==> config.mk <==
export PLATFORM = sky130hd
export DESIGN_NAME = alu_gcd_datapath
export DESIGN_NICKNAME = d
export VERILOG_FILES = /design/src/rtl/alu_gcd_datapath.sv
export SDC_FILE = /design/constraint.sdc
export NUM_CORES = 1
export LEC_CHECK = 0
export CORE_UTILIZATION = 35
export DETAILED_ROUTE_END_ITERATION = 7
export PLACE_DENSITY = 0.56
export SETUP_SLACK_MARGIN = 0.15
export SYNTH_ARGS = -nofsm -noshare
export SYNTH_HDL_FRONTEND = slang
export SYNTH_SLANG_ARGS = --single-unit
==> constraint.sdc <==
create_clock -name clk -period 3.2 [get_ports clk]
set_clock_uncertainty 0.1 [all_clocks]
set_input_delay 0.64 -clock clk [delete_from_list [all_inputs] [get_ports clk]]
set_output_delay 0.64 -clock clk [all_outputs]
set_load 0.02 [all_outputs]
==> src/rtl/alu_gcd_datapath.sv <==
// Execution stage: captures opcode/operands on enable and performs ADD, SUB or iterative GCD.
// Optional macro GCD_ITER_COUNT_EN adds an iter_count output counting GCD subtractions.
module alu_gcd_datapath #(
    parameter int WIDTH = 16,
    parameter int OPW   = 8
) (
    input  logic             clk,
    input  logic             reset,
    input  logic             enable,
    input  logic [3:0]       opcode,
    input  logic [OPW-1:0]   a,
    input  logic [OPW-1:0]   b,
    output logic [WIDTH-1:0] result,
    output logic             done,
    output logic             busy,
`ifdef GCD_ITER_COUNT_EN
    output logic [7:0]       iter_count,
`endif
    output logic             op_error
);

    localparam logic [3:0] OP_ADD = 4'b0001;
    localparam logic [3:0] OP_SUB = 4'b0010;
    localparam logic [3:0] OP_GCD = 4'b0011;

    typedef enum logic [1:0] {
        S_IDLE,
        S_CALC,
        S_DONE,
        S_HOLD
    } state_t;

    state_t             r_state;
    state_t             w_state_nxt;
    logic [OPW-1:0]     r_x;
    logic [OPW-1:0]     w_x_nxt;
    logic [OPW-1:0]     r_y;
    logic [OPW-1:0]     w_y_nxt;
    logic [3:0]         r_op;
    logic [3:0]         w_op_nxt;
    logic [WIDTH-1:0]   r_result;
    logic [WIDTH-1:0]   w_result_nxt;
    logic               r_done;
    logic               w_done_nxt;
    logic               r_busy;
    logic               w_busy_nxt;
    logic               r_err;
    logic               w_err_nxt;
`ifdef GCD_ITER_COUNT_EN
    logic [7:0]         r_iter;
    logic [7:0]         w_iter_nxt;
`endif

    function automatic logic [WIDTH-1:0] zext(input logic [OPW-1:0] v);
        logic [WIDTH-1:0] r;
        r         = '0;
        r[OPW-1:0] = v;
        return r;
    endfunction

    // Arithmetic is done at full result width so SUB wraps modulo 2^WIDTH.
    function automatic logic [WIDTH-1:0] add_wide(input logic [OPW-1:0] x, input logic [OPW-1:0] y);
        return zext(x) + zext(y);
    endfunction

    function automatic logic [WIDTH-1:0] sub_wide(input logic [OPW-1:0] x, input logic [OPW-1:0] y);
        return zext(x) - zext(y);
    endfunction

    always_comb begin
        w_state_nxt  = r_state;
        w_x_nxt      = r_x;
        w_y_nxt      = r_y;
        w_op_nxt     = r_op;
        w_result_nxt = r_result;
        w_done_nxt   = 1'b0;
        w_busy_nxt   = r_busy;
        w_err_nxt    = r_err;
`ifdef GCD_ITER_COUNT_EN
        w_iter_nxt   = r_iter;
`endif
        case (r_state)
            S_IDLE: begin
                if (enable) begin
                    w_x_nxt     = a;
                    w_y_nxt     = b;
                    w_op_nxt    = opcode;
                    w_busy_nxt  = 1'b1;
`ifdef GCD_ITER_COUNT_EN
                    w_iter_nxt  = 8'd0;
`endif
                    w_state_nxt = S_CALC;
                end
            end
            S_CALC: begin
                case (r_op)
                    OP_ADD: begin
                        w_result_nxt = add_wide(r_x, r_y);
                        w_err_nxt    = 1'b0;
                        w_state_nxt  = S_DONE;
                    end
                    OP_SUB: begin
                        w_result_nxt = sub_wide(r_x, r_y);
                        w_err_nxt    = 1'b0;
                        w_state_nxt  = S_DONE;
                    end
                    OP_GCD: begin
                        w_err_nxt = 1'b0;
                        if (r_y == '0) begin
                            w_result_nxt = zext(r_x);
                            w_state_nxt  = S_DONE;
                        end else if (r_x == '0) begin
                            w_result_nxt = zext(r_y);
                            w_state_nxt  = S_DONE;
                        end else if (r_x == r_y) begin
                            w_result_nxt = zext(r_x);
                            w_state_nxt  = S_DONE;
                        end else begin
                            // One subtraction per cycle; stay in CALC until a terminal case hits.
                            if (r_x > r_y) begin
                                w_x_nxt = r_x - r_y;
                            end else begin
                                w_y_nxt = r_y - r_x;
                            end
`ifdef GCD_ITER_COUNT_EN
                            w_iter_nxt = r_iter + 8'd1;
`endif
                        end
                    end
                    default: begin
                        w_result_nxt = '0;
                        w_err_nxt    = 1'b1;
                        w_state_nxt  = S_DONE;
                    end
                endcase
                if (w_state_nxt == S_DONE) begin
                    w_done_nxt = 1'b1;
                    w_busy_nxt = 1'b0;
                end
            end
            S_DONE: begin
                w_state_nxt = S_HOLD;
            end
            S_HOLD: begin
                // Wait for enable to drop so a still-high request is not re-executed.
                if (!enable) begin
                    w_state_nxt = S_IDLE;
                end
            end
            default: begin
                w_state_nxt = S_IDLE;
            end
        endcase
    end

    always_ff @(posedge clk) begin
        if (reset) begin
            r_state  <= S_IDLE;
            r_x      <= '0;
            r_y      <= '0;
            r_op     <= '0;
            r_result <= '0;
            r_done   <= 1'b0;
            r_busy   <= 1'b0;
            r_err    <= 1'b0;
`ifdef GCD_ITER_COUNT_EN
            r_iter   <= 8'd0;
`endif
        end else begin
            r_state  <= w_state_nxt;
            r_x      <= w_x_nxt;
            r_y      <= w_y_nxt;
            r_op     <= w_op_nxt;
            r_result <= w_result_nxt;
            r_done   <= w_done_nxt;
            r_busy   <= w_busy_nxt;
            r_err    <= w_err_nxt;
`ifdef GCD_ITER_COUNT_EN
            r_iter   <= w_iter_nxt;
`endif
        end
    end

    assign result   = r_result;
    assign done     = r_done;
    assign busy     = r_busy;
    assign op_error = r_err;
`ifdef GCD_ITER_COUNT_EN
    assign iter_count = r_iter;
`endif

endmodule

=== After elaboration in Yosys (flattened, before gate mapping) ===
Cells that the tools add are included.

* Register bits: 41
* Bits of input ports: 23
* Output and inout bits: 19
* Logic and storage cells: 75

* Add/subtract/negate cells: 4
* $lt $le $gt $ge: 1
* Equal/unequal tests: 18
* Multiplexer cells: 31
* Bitwise operators: 1
* Reductions and logical operators: 12

{| class="wikitable"
|+ Operators with widths
! operator !! count
|-
| two-way mux 8 bit || 12
|-
| two-way mux 16 bit || 3
|-
| one-hot mux 16 bit (3 select lines) || 1
|-
| one-hot mux 8 bit (2 select lines) || 2
|-
| logical NOT 8 bit || 2
|-
| != test 2 bit, second input constant || 8
|-
| subtractor 8 bit || 2
|-
| two-way mux 2 bit || 7
|-
| AND reduction 7 bit || 2
|-
| adder 8 x 8 -> 9 bit || 1
|-
| subtractor 8 x 8 -> 9 bit || 1
|-
| equality test 4 x 2 -> 1 bit, second input constant || 2
|-
| equality test 8 bit || 1
|-
| greater-than comparator 8 bit || 1
|-
| one-hot mux 2 bit (4 select lines) || 1
|-
| equality test 2 bit, second input constant || 3
|-
| AND reduction 2 bit || 3
|-
| equality test 4 x 1 -> 1 bit, second input constant || 1
|-
| two-way mux 1 bit || 4
|-
| != test 4 bit, second input constant || 1
|-
| AND reduction 3 bit || 1
|-
| OR reduction 3 bit || 1
|-
| equality test 2 x 1 -> 1 bit, second input constant || 1
|-
| logical NOT 2 bit || 1
|-
| 5 further kinds || 5
|}

=== Longest topological paths before layout ===
* Word-level depth: 9
* Mapped depth: 10

=== Worst setup path before layout ===
OpenSTA, ideal clock, no wires.

* Path kind: register to register
* From: register r_x[0]
* To: register r_x[0]
* Arrival: 2.235 ns
* Slack: 0.729 ns
* Cell stages (with the launch flop): 11
* Path through: dfxtp_1 -> inv_1 -> ha_1 -> fa_1 -> nand2b_2 -> a211o_1 -> a21oi_1 -> o21ai_2 -> buf_4 -> a211oi_1 -> a211oi_2

* Cells in the longest elaborated chain, start to end: 7
* Elaborated cells between the ends (all ways): 14
* Classes of those cells: 1 x add/sub; 1 x order compare; 4 x eq/ne; 6 x mux; 2 x reduce/logical

{| class="wikitable"
|+ RTL lines
! what !! RTL line !! text
|-
| start: declaration || 35 || <nowiki>logic [OPW-1:0] r_x;</nowiki>
|-
| start signal: assignment || 171 || <nowiki>r_x <= w_x_nxt;</nowiki>
|-
| subtractor 8 bit || 121 || <nowiki>w_x_nxt = r_x - r_y;</nowiki>
|-
| two-way mux 8 bit || 120 || <nowiki>if (r_x > r_y) begin</nowiki>
|-
| two-way mux 8 bit || 115 || <nowiki>end else if (r_x == r_y) begin</nowiki>
|-
| two-way mux 8 bit || 112 || <nowiki>end else if (r_x == '0) begin</nowiki>
|-
| two-way mux 8 bit || 109 || <nowiki>if (r_y == '0) begin</nowiki>
|-
| two-way mux 8 bit || 96 || <nowiki>case (r_op)</nowiki>
|-
| one-hot mux 8 bit (2 select lines) || 82 || <nowiki>case (r_state)</nowiki>
|}

Parallel ways exist; a longest one is shown, timed or not. The select of a mux whose other input is x is not followed.
A chain may end at the register's enable or synchronous reset.

=== Worst setup path in the final report ===
* From: register r_x[1]
* To: register r_y[7]

* Cells in the longest elaborated chain, start to end: 7
* Elaborated cells between the ends (all ways): 14
* Classes of those cells: 1 x add/sub; 1 x order compare; 4 x eq/ne; 6 x mux; 2 x reduce/logical

{| class="wikitable"
|+ RTL lines
! what !! RTL line !! text
|-
| subtractor 8 bit || 123 || <nowiki>w_y_nxt = r_y - r_x;</nowiki>
|-
| two-way mux 8 bit || 120 ||
|-
| two-way mux 8 bit || 115 ||
|-
| two-way mux 8 bit || 112 ||
|-
| two-way mux 8 bit || 109 ||
|-
| two-way mux 8 bit || 96 ||
|-
| one-hot mux 8 bit (2 select lines) || 82 ||
|-
| end signal: assignment || 172 || <nowiki>r_y <= w_y_nxt;</nowiki>
|-
| end: declaration || 37 || <nowiki>logic [OPW-1:0] r_y;</nowiki>
|}

Parallel ways exist; a longest one is shown, timed or not. The select of a mux whose other input is x is not followed.

==> results by group <==
Synthesis
  • Synthesized Nets: 412
  • Synth unique cells: 64
  • Async SR Flop Fraction: 0%
  • Seq/Total Area, Yosys: 24.43%
  • Post-Syn Instances: 363
  • Yosys reg bits: 35
  • Predominant post-synthesis flop cell: dfxtp_1
  • Top post-synthesis cells by count: nor2_1 (39), dfxtp_1 (35), a21oi_1 (34), nand2_1 (30)
  • Share of the synthesized area in the top cell type: 24.43%
  • Yosys top cell by area: dfxtp_1
  • EDFF count, synth: 0
  • Synth top area cells: dfxtp_1 (24%), ha_1 (10%), a21oi_1 (5.9%)
  • Most common cell in the netlist: nor2_1
  • Mean Syn Cell Area: 7.900 µm²
  • Cell area after synthesis: 2868 µm²
  • Ys Warns: 0

Place
  • Port bufs: 41
  • Routability-driven placement congestion ratio: 0.9148
  • Post-Place Cells: 488
  • Post-DP Area: 3317 µm²
  • Hpwl dp: 6.245 mm

Floorplanning
  • Die Span Y: 92.52 µm
  • Die area: 8560 µm²
  • I/O pins: 42
  • Die Wd: 92.52 µm
  • Initial Utilization: 36.73%
  • Core area: 7807 µm²
  • Rows: 32

Route
  • Routed WL: 8.077 mm
  • Vias: 2,754
  • Initial drt markers: 182
  • DRC Markers: 0
  • Pre-Repair DR Iteration Count: 5
  • Routed vias/inst: 5.552
  • Avg WL per Cell: 16.28 µm
  • Antenna viol nets, final: 0

Power and ir drop
  • Internal power: 1.280 mW
  • P per Cell Area: 656.8 nW/µm²
  • Clock share of power: 21.6%
  • Switching Share: 43.55%
  • Pleak: 1.296 nW
  • Comb pwr share: 52.6%
  • Seq pwr share: 25.8%
  • Sw Pwr: 0.9878 mW
  • VDD IR-drop max: 0.2484 mV

STA
  • Least-Margin Pin Slew: 0.7811 ns
  • Setup TNS: 0 ns
  • RSZ-0062 raised after global routing: no
  • Worst hold margin: 0.3765 ns
  • Max-slew headroom: 47.80%
  • Fmax: 357.0 MHz
  • Final setup vio count: 0
  • Final worst path period share: 87.54%
  • Slew Limit Fails: 0
  • Fin. Hold Viols: 0
  • Post-layout min period: 2.801 ns

Cells and area
  • # nets final: 442
  • N_diodes: 0
  • Finished Layout Cells: 496
  • Final Util: 44.23%
  • Design area: 3453 µm²
  • Layout area overhead: 20.42%
  • Share of cells above drive strength 1: 11.17%

Clocking
  • Htree depth: 2
  • Clock buffer depth: 2
  • CTS root buf: clkbuf_8
  • PostCTS Resize Cnt: 0
  • CTS tree: done
  • Num CTS Buffers: 5
  • Hold buffers post-CTS: 0
  • Clock sink total: 35
  • Clock Latency Late Sink: 0.30 ns
  • Postcts setup bufs: 0
  • Clk pin slew, worst setup/hold paths: 0.08 ns

Worst hold path
  • Hold crit path type: flop to flop

Run status
  • Status: finished, final reports clean

Critical path
  • Cell family with most CP delay: compound AO/OA/AOI/OAI gates
  • Worst path required time: 3.32 ns
  • Crit path cell chain: inv_1 > fa_1 > nand2b_2 > a21o_1 > a21oi_1 > o41ai_4 > buf_4 > nand2b_1 > a21oi_1
  • Slowest CP cell: dfxtp_1
  • Crit path launch type: flop
  • CP Max Fanout: 14
  • Worst path buffer plus inverter count: 2
  • CP peak stage delay: 0.54 ns
  • Top cell by count, worst path: a21oi_1
  • Kind of critical path: flop to flop
  • Critical Path AT: 2.93 ns
  • Crit path capture type: flop

Global route
  • Total GRT Usage: 19.71%
  • First-pass GRT wire length: 13.33 mm
  • Vias in the first global route: 2,550
  • Congestion Overflow GR: 0
  • Initial antenna violation count: 0
  • Largest net degree at the start of global routing: 23

Run
  • Max Cap Viol: 0
[routing by layer]
layer	share of wire, %	GRT usage (%)	routed length (µm)	vias to the layer above
met1	50	28.44	4014	1272
met5	0	0	0	-
li1	-	-	-	1372
met3	4.9	2.217	399	13
met4	1.7	5.859	139	0
met2	44	30.56	3524	97
[kinds of logic after synthesis]
group                    Yosys count  synth area share [%]
AND/OR/NAND/NOR                  127                 22.91
AO/OA/AOI/OAI                    115                 29.23
buffers and inverters             52                 8.856
flip-flops                        35                 24.43
adder cells (fa/ha/maj)           26                 12.13
XOR/XNOR                           8                 2.443
[power by group through the flow]
stage / Clock [mW] / Sequential, mW / Combinational [mW]
finish: 0.491 / 0.584 / 1.19
detailed placement: 0 / 0.593 / 1.16
CTS: 0.502 / 0.583 / 1.17
floorplan: 0 / 0.577 / 0.874
global route: 0.527 / 0.595 / 1.30
global placement: 0 / 0.590 / 1.17
[path summary, 6_finish.rpt]
kind                                 from   endpoint  slack (ns)  cells past startpoint
worst max-delay path               r_x[1]     r_y[7]        0.40                      9
worst min register to register  result[6]  result[6]        0.38                      1
worst min-delay path            result[6]  result[6]        0.38                      1
worst max register to register     r_x[1]     r_y[7]        0.40                      9
[registers in the layout, indices dropped and copies added, names as in the netlist, named ones only]
name      count
result       10
r_x           8
r_y           8
r_op          4
busy          1
done          1
op_error      1
r_state       1
[cell type report]
| cell class | instances | area [µm²] |
|---|---|---|
| multi-input cells | 276 | 1913 |
| fillers | 800 | 4354 |
| clock inverters | 3 | 67.56 |
| flip-flops and latches | 35 | 700.7 |
| well taps | 102 | 127.6 |
| clock buffers | 5 | 68.82 |
| inverters | 24 | 90.09 |
| repair buffers | 51 | 485.5 |
[worst reg2reg max path: stages (launching register included)]
cell and delay [ns]:
dfxtp_1 0.54, inv_1 0.16, fa_1 0.51, nand2b_2 0.24, a21o_1 0.24, a21oi_1 0.34
o41ai_4 0.13, buf_4 0.21, nand2b_1 0.16, a21oi_1 0.13
[through the flow]
step | setup WS, ns | total power, mW
6_report | 0.3987 | 2.268
5_1_grt | 0.2126 | 2.421
4_1_cts | 0.4185 | 2.259
3_5_place_dp | 0.4247 | 1.757
3_3_place_gp | 0.5385 | 1.762
2_1_floorplan | 0.7294 | 1.452
[placed cells by master, fill, tap and decap left out, types with 3 or more instances in the layout]
master,synthesis,routed
a21o_1,4,4
inv_1,23,23
a221oi_1,7,7
dfxtp_1,35,35
o22ai_1,6,6
a211oi_2,3,3
fa_1,3,3
xor2_1,3,3
nand2_1,30,30
o21a_1,3,3
clkdlybuf4s50_1,0,41
a211oi_1,12,12
nand4_1,3,3
nor2_2,4,4
or3_1,3,3
a31oi_1,6,6
or4_1,3,3
nor2_1,39,39
nor2b_1,5,5
a21oi_1,34,34
a311oi_1,3,3
nand2b_1,4,4
buf_4,10,10
o31a_1,3,3
xnor2_1,5,5
nor3_1,18,18
clkbuf_8,0,5
o21ai_0,12,12
ha_1,23,23
Note: power is estimated with default switching activity, not from simulation.
